`src/rtl/stage_if_fetch_pkg.sv`:
```
// stage_if_fetch_pkg: shared opcodes, fetch state encoding and immediate decoders
package stage_if_fetch_pkg;

   localparam int ADDR_WIDTH_DEF = 32;

   localparam logic [6:0] OP_JAL    = 7'b1101111;
   localparam logic [6:0] OP_BRANCH = 7'b1100011;

   typedef enum logic [1:0] {
      S_REQ  = 2'd0,
      S_WAIT = 2'd1,
      S_HOLD = 2'd2,
      S_DROP = 2'd3
   } fetch_state_e;

   // Sign-extended J-type immediate (JAL target offset)
   function automatic logic [31:0] imm_j(input logic [31:0] inst);
      return {{12{inst[31]}}, inst[19:12], inst[20], inst[30:21], 1'b0};
   endfunction

   // Sign-extended B-type immediate (conditional branch offset)
   function automatic logic [31:0] imm_b(input logic [31:0] inst);
      return {{20{inst[31]}}, inst[7], inst[30:25], inst[11:8], 1'b0};
   endfunction

endpackage

```
`src/rtl/stage_if_fetch_predictor.sv`:
```
// if_static_predictor: static prediction, JAL and backward branches taken
module if_static_predictor
   import stage_if_fetch_pkg::*;
#(
   parameter int ADDR_WIDTH = ADDR_WIDTH_DEF
) (
   input  logic [ADDR_WIDTH-1:0] pc_i,
   input  logic [31:0]           inst_i,
   output logic [ADDR_WIDTH-1:0] next_pc_o,
   output logic                  pred_o
);

   logic        is_jal;
   logic        is_bwd;
   logic [31:0] imm;

   // Pick the offset of the predicted-taken form; fall through to pc+4 otherwise
   always_comb begin
      is_jal    = inst_i[6:0] == OP_JAL;
      is_bwd    = inst_i[6:0] == OP_BRANCH && inst_i[31];
      imm       = is_jal ? imm_j(inst_i) : imm_b(inst_i);
      pred_o    = is_jal || is_bwd;
      next_pc_o = pc_i + (pred_o ? ADDR_WIDTH'($signed(imm)) : ADDR_WIDTH'(4));
   end

endmodule

```
`src/rtl/stage_if_fetch.sv`:
```
// stage_if_fetch: PC holder and single-outstanding fetch engine feeding IF/ID
module stage_if_fetch
   import stage_if_fetch_pkg::*;
#(
   parameter int                    ADDR_WIDTH = ADDR_WIDTH_DEF,
   parameter logic [ADDR_WIDTH-1:0] RESET_PC   = '0
) (
   input  logic                  clock,
   input  logic                  reset_n,
   input  logic                  stall_i,
   input  logic                  redirect_i,
   input  logic [ADDR_WIDTH-1:0] redirect_pc_i,
   output logic                  mem_req_o,
   output logic [ADDR_WIDTH-1:0] mem_addr_o,
   input  logic                  mem_ready_i,
   input  logic                  mem_done_i,
   input  logic [31:0]           mem_data_i,
   output logic [ADDR_WIDTH-1:0] pc_o,
   output logic [31:0]           inst_o,
   output logic                  prediction_o,
   output logic                  stall_req_o
);

   fetch_state_e          state_q, state_d;
   logic [ADDR_WIDTH-1:0] pc_q, pc_d;
   logic [ADDR_WIDTH-1:0] next_pc_q, next_pc_d;
   logic [31:0]           inst_q, inst_d;
   logic                  pred_q, pred_d;
   logic [ADDR_WIDTH-1:0] pred_next_pc;
   logic                  pred_taken;
   logic                  valid;

   if_static_predictor #(.ADDR_WIDTH(ADDR_WIDTH)) u_pred (
      .pc_i      (pc_q),
      .inst_i    (mem_data_i),
      .next_pc_o (pred_next_pc),
      .pred_o    (pred_taken)
   );

   // State and fetch-buffer registers
   always_ff @(posedge clock or negedge reset_n) begin
      if (!reset_n) begin
         state_q   <= S_REQ;
         pc_q      <= RESET_PC;
         next_pc_q <= '0;
         inst_q    <= '0;
         pred_q    <= 1'b0;
      end else begin
         state_q   <= state_d;
         pc_q      <= pc_d;
         next_pc_q <= next_pc_d;
         inst_q    <= inst_d;
         pred_q    <= pred_d;
      end
   end

   // Next state; a redirect overrides the normal flow and keeps a granted request tracked in DROP
   always_comb begin
      state_d   = state_q;
      pc_d      = pc_q;
      next_pc_d = next_pc_q;
      inst_d    = inst_q;
      pred_d    = pred_q;
      case (state_q)
         S_REQ:   state_d = mem_ready_i ? S_WAIT : S_REQ;
         S_WAIT: begin
            if (mem_done_i) begin
               state_d   = S_HOLD;
               inst_d    = mem_data_i;
               next_pc_d = pred_next_pc;
               pred_d    = pred_taken;
            end
         end
         S_HOLD: begin
            if (!stall_i) begin
               state_d = S_REQ;
               pc_d    = next_pc_q;
            end
         end
         default: state_d = mem_done_i ? S_REQ : S_DROP;
      endcase
      if (redirect_i) begin
         pc_d    = {redirect_pc_i[ADDR_WIDTH-1:2], 2'b00};
         state_d = ((state_q == S_REQ && mem_ready_i) ||
                    (state_q == S_WAIT && !mem_done_i) ||
                    (state_q == S_DROP && !mem_done_i)) ? S_DROP : S_REQ;
      end
   end

   assign valid        = state_q == S_HOLD && !redirect_i;
   assign mem_req_o    = reset_n && state_q == S_REQ;
   assign mem_addr_o   = {pc_q[ADDR_WIDTH-1:2], 2'b00};
   assign pc_o         = valid ? pc_q : '0;
   assign inst_o       = valid ? inst_q : '0;
   assign prediction_o = valid && pred_q;
   assign stall_req_o  = !valid;

endmodule

```
`config.mk`:
```
export PLATFORM = sky130hd
export DESIGN_NAME = stage_if_fetch
export DESIGN_NICKNAME = d
export VERILOG_FILES = /design/src/rtl/stage_if_fetch_pkg.sv /design/src/rtl/stage_if_fetch_predictor.sv /design/src/rtl/stage_if_fetch.sv
export SDC_FILE = /design/constraint.sdc
export NUM_CORES = 1
export LEC_CHECK = 0
export ABC_CLOCK_PERIOD_IN_PS = 3500
export BUFFER_PORTS_ARGS = -buffer_cell sky130_fd_sc_hd__buf_4
export CORE_MARGIN = 2
export CORE_UTILIZATION = 54
export CTS_CLUSTER_DIAMETER = 30
export DETAILED_ROUTE_END_ITERATION = 8
export HOLD_SLACK_MARGIN = 0.1
export MAX_ROUTING_LAYER = met4
export PLACE_DENSITY = 0.86
export SYNTH_ARGS = -nofsm -noshare
export SYNTH_HDL_FRONTEND = slang
export SYNTH_SLANG_ARGS = --single-unit
```
`constraint.sdc`:
```
create_clock -name clock -period 3.5 [get_ports clock]
set_input_delay 0.175 -clock clock [delete_from_list [all_inputs] [get_ports clock]]
set_output_delay 0.175 -clock clock [all_outputs]
set_load 0.03 [all_outputs]
```
==> results.toml <==
[run_status]
status = "finished clean"

[grt]
grt_use_total_pct = 30.2
antenna_found_initial = 0
grt_pass1_wl_um = 30000
grt.overflow.total = 0
grt_pass1_vias = 5987
grt_start_max_net_pins = 65

[logic_synthesis]
synth-seq-area-share_pct = 39.3
synth_area_leaders = "dfrtp_1, nand2_1, and2_1"
synth_edf_count = 0
yosysMostFrequentCell = "nand2_1"
synth_top_area_share_pct = 39.3
synthTopCellsByCount = "nand2_1, dfrtp_1, and2_1"
synth-main-ff-cell = "dfrtp_1"
syn_avg_cell_area_um2 = 8.33
netlist_area_um2 = 6300
yosys.area.top_type = "dfrtp_1"
ys_warn_count = 0
syn_inst = 757
ys_async_sr_fraction_pct = 100
synth_cell_type_count = 59
yosys_register_bits = 99

[critical_path]
worstPathRequired_ns = 3.70
startpoint_type = "input pin"
end_kind = "flip-flop"
reg2reg_setup_slack_ns = 0.74
crit_fanout = 5
critPathArrivalTime_ns = 3.50
path_class = "in2reg"

[floorplanning]
chipWidth_um = 112
die_area_um2 = 12600
coreArea_um2 = 11400
start_util_pct = 55.2
rows = 39
die_h_um = 112
io_pins = 169

[sta]
hold_violations = 0
clock_skew_ns = 0.00773
worst_slew_pin_slew_ns = 0.875
grt_setup_unrepaired = "false"
slew_violations = 0
maxSlewHeadroom_pct = 41.6
fmax_ghz = 0.304
fin_crit_ns = 3.29
setup_viol = 0
post-route-period-util_pct = 94.1

[place]
gp_congestion = 0.905
dp.final_hpwl_um = 12000
place_area_um2 = 7540
io_buffer_count = 164

[final_layout]
drive_above_1_share_pct = 24.6
fin_area_um2 = 8560
antenna_cells = 0
syn2layout_area_growth_pct = 35.7
fin_nets = 1039
fin_util_pct = 74.9

[power_and_ir_drop]
p_sw_share_pct = 39.2
leakagePower_nw = 4.33
seqPwrFrac_pct = 39.4
ir_drop_v = 0.000403
p_int_mw = 2.88
comb_power_share_pct = 38.6
finalPower_mw = 4.74
p_sw_mw = 1.86
clockPowerShare_pct = 22.0
p_per_area_nw_per_um2 = 554

[route]
route.detailed.drc = 0
routedWlPerCell_um = 17.1
num_vias = 6296
totalWireLength_um = 18700
dr.pass1.iters = 6
dr.first_iter.drc_count = 611
ant_nets = 0
via_per_inst = 5.74

[clocking]
clock_latency_ns = 0.34
cts_buffers = 9
tritoncts = "done"
clockRootBuffer = "clkbuf_16"
cts_buffer_depth = 2
cts_sinks = 99
clk_pin_slew_ns = 0.07
h-tree-depth = 3

[job]
max_cap_viol_count = 0

[worst_hold_path]
hold_class = "in2reg"
==> logic make-up after synthesis <==
group                      share of synthesized area [%]
AOI/OAI and AO/OA                                   18.0
other                                             0.0595
adders and majority gates                           4.09
and+or+nand+nor                                     24.6
DFF                                                 39.3
xor gates and xnor gates                            3.47
muxes                                               1.45
buffers and inverters                               9.09
==> timing repair <==
action,4_1_cts,5_1_grt
hold buffers,63,0
setup endpoints to repair,0,13
buffers inserted,0,0
hold endpoints to repair,118,0
resized for setup,0,16
==> final timing paths <==
check,startpoint,endpoint,cells after the start
max in group asynchronous,reset_n,inst_q[19],3
setup reg to reg,pc_q[1],next_pc_q[31],12
min in group asynchronous,reset_n,pc_q[3],2
setup / recovery,mem_data_i[0],next_pc_q[25],16
hold reg to reg,inst_q[8],inst_q[8],2
hold / removal,mem_data_i[2],inst_q[2],3
==> worst max-delay path, cell delays in order <==
cell	delay, ns
dlygate4sd3_1	0.56
buf_4	0.16
and2_1	0.15
nand3_2	0.15
mux2i_1	0.24
nor3_1	0.07
buf_4	0.14
ha_1	0.32
nand2b_1	0.14
a21oi_2	0.09
o21ai_4	0.21
a21oi_2	0.11
o41ai_4	0.44
mux2i_1	0.29
xor2_1	0.18
o21ai_1	0.07
==> through the flow <==
stage / std cells / worst slack [ns] / TNS, ns / hold slack, ns
floorplan: 758 / 0.347 / 0 / -0.121
global placement: 1018 / 0.00999 / 0 / 0.295
detailed placement: 1018 / -0.108 / -0.370 / 0.294
CTS: 1097 / 0.0205 / 0 / 0.117
global route: 1097 / 0.0163 / 0 / 0.148
finish: 1097 / 0.206 / 0 / 0.126
==> metal layers <==
metal	GRT usage, %	wire length, um	up-vias
li1	-	-	2959
met1	39.2	7650	3008
met2	49.9	9420	298
met3	4.21	1350	31
met4	8.54	318	0
met5	-	0	-
==> state kept, by name, indices dropped and copies added (netlist names) <==
name / cells
pc_q: 32
pred_q: 1
inst_q: 32
next_pc_q: 32
state_q: 2
==> final cells by class <==
class / count / area [um^2]
multi-input combinational: 540 / 3350
fill: 791 / 2860
sequential: 99 / 2480
timing repair buffer: 255 / 2070
clock buffer: 13 / 270
tap: 143 / 179
inverter: 44 / 165
clock inverter: 3 / 43.8
==> placed cells by master (no fill, tap or decap), types with 4 or more instances in the layout <==
master / n
a21oi_1: 23
xor2_1: 11
nand4_1: 4
inv_1: 44
a31oi_1: 5
buf_4: 192
mux2i_1: 8
and2_1: 74
o21ai_0: 31
a21o_1: 4
o21a_1: 10
nor2_1: 33
clkbuf_16: 9
nand3_1: 10
nor3_1: 10
a222oi_1: 30
xnor2_1: 14
nand2_1: 158
nand2b_1: 6
ha_1: 17
dlygate4sd3_1: 63
o21ai_1: 10
dfrtp_1: 99
o211ai_1: 5
==> power by group through the flow <==
stage,registers [mW],clock network (mW),logic [mW]
final,1.87,1.04,1.83
after global routing,1.92,1.10,2.00
after CTS,1.85,1.06,1.81
after detailed placement,1.87,0,1.74
after global placement,1.86,0,1.69
after floorplan,1.74,0,1.31
No activity file was read; power rests on OpenSTA's default activity.
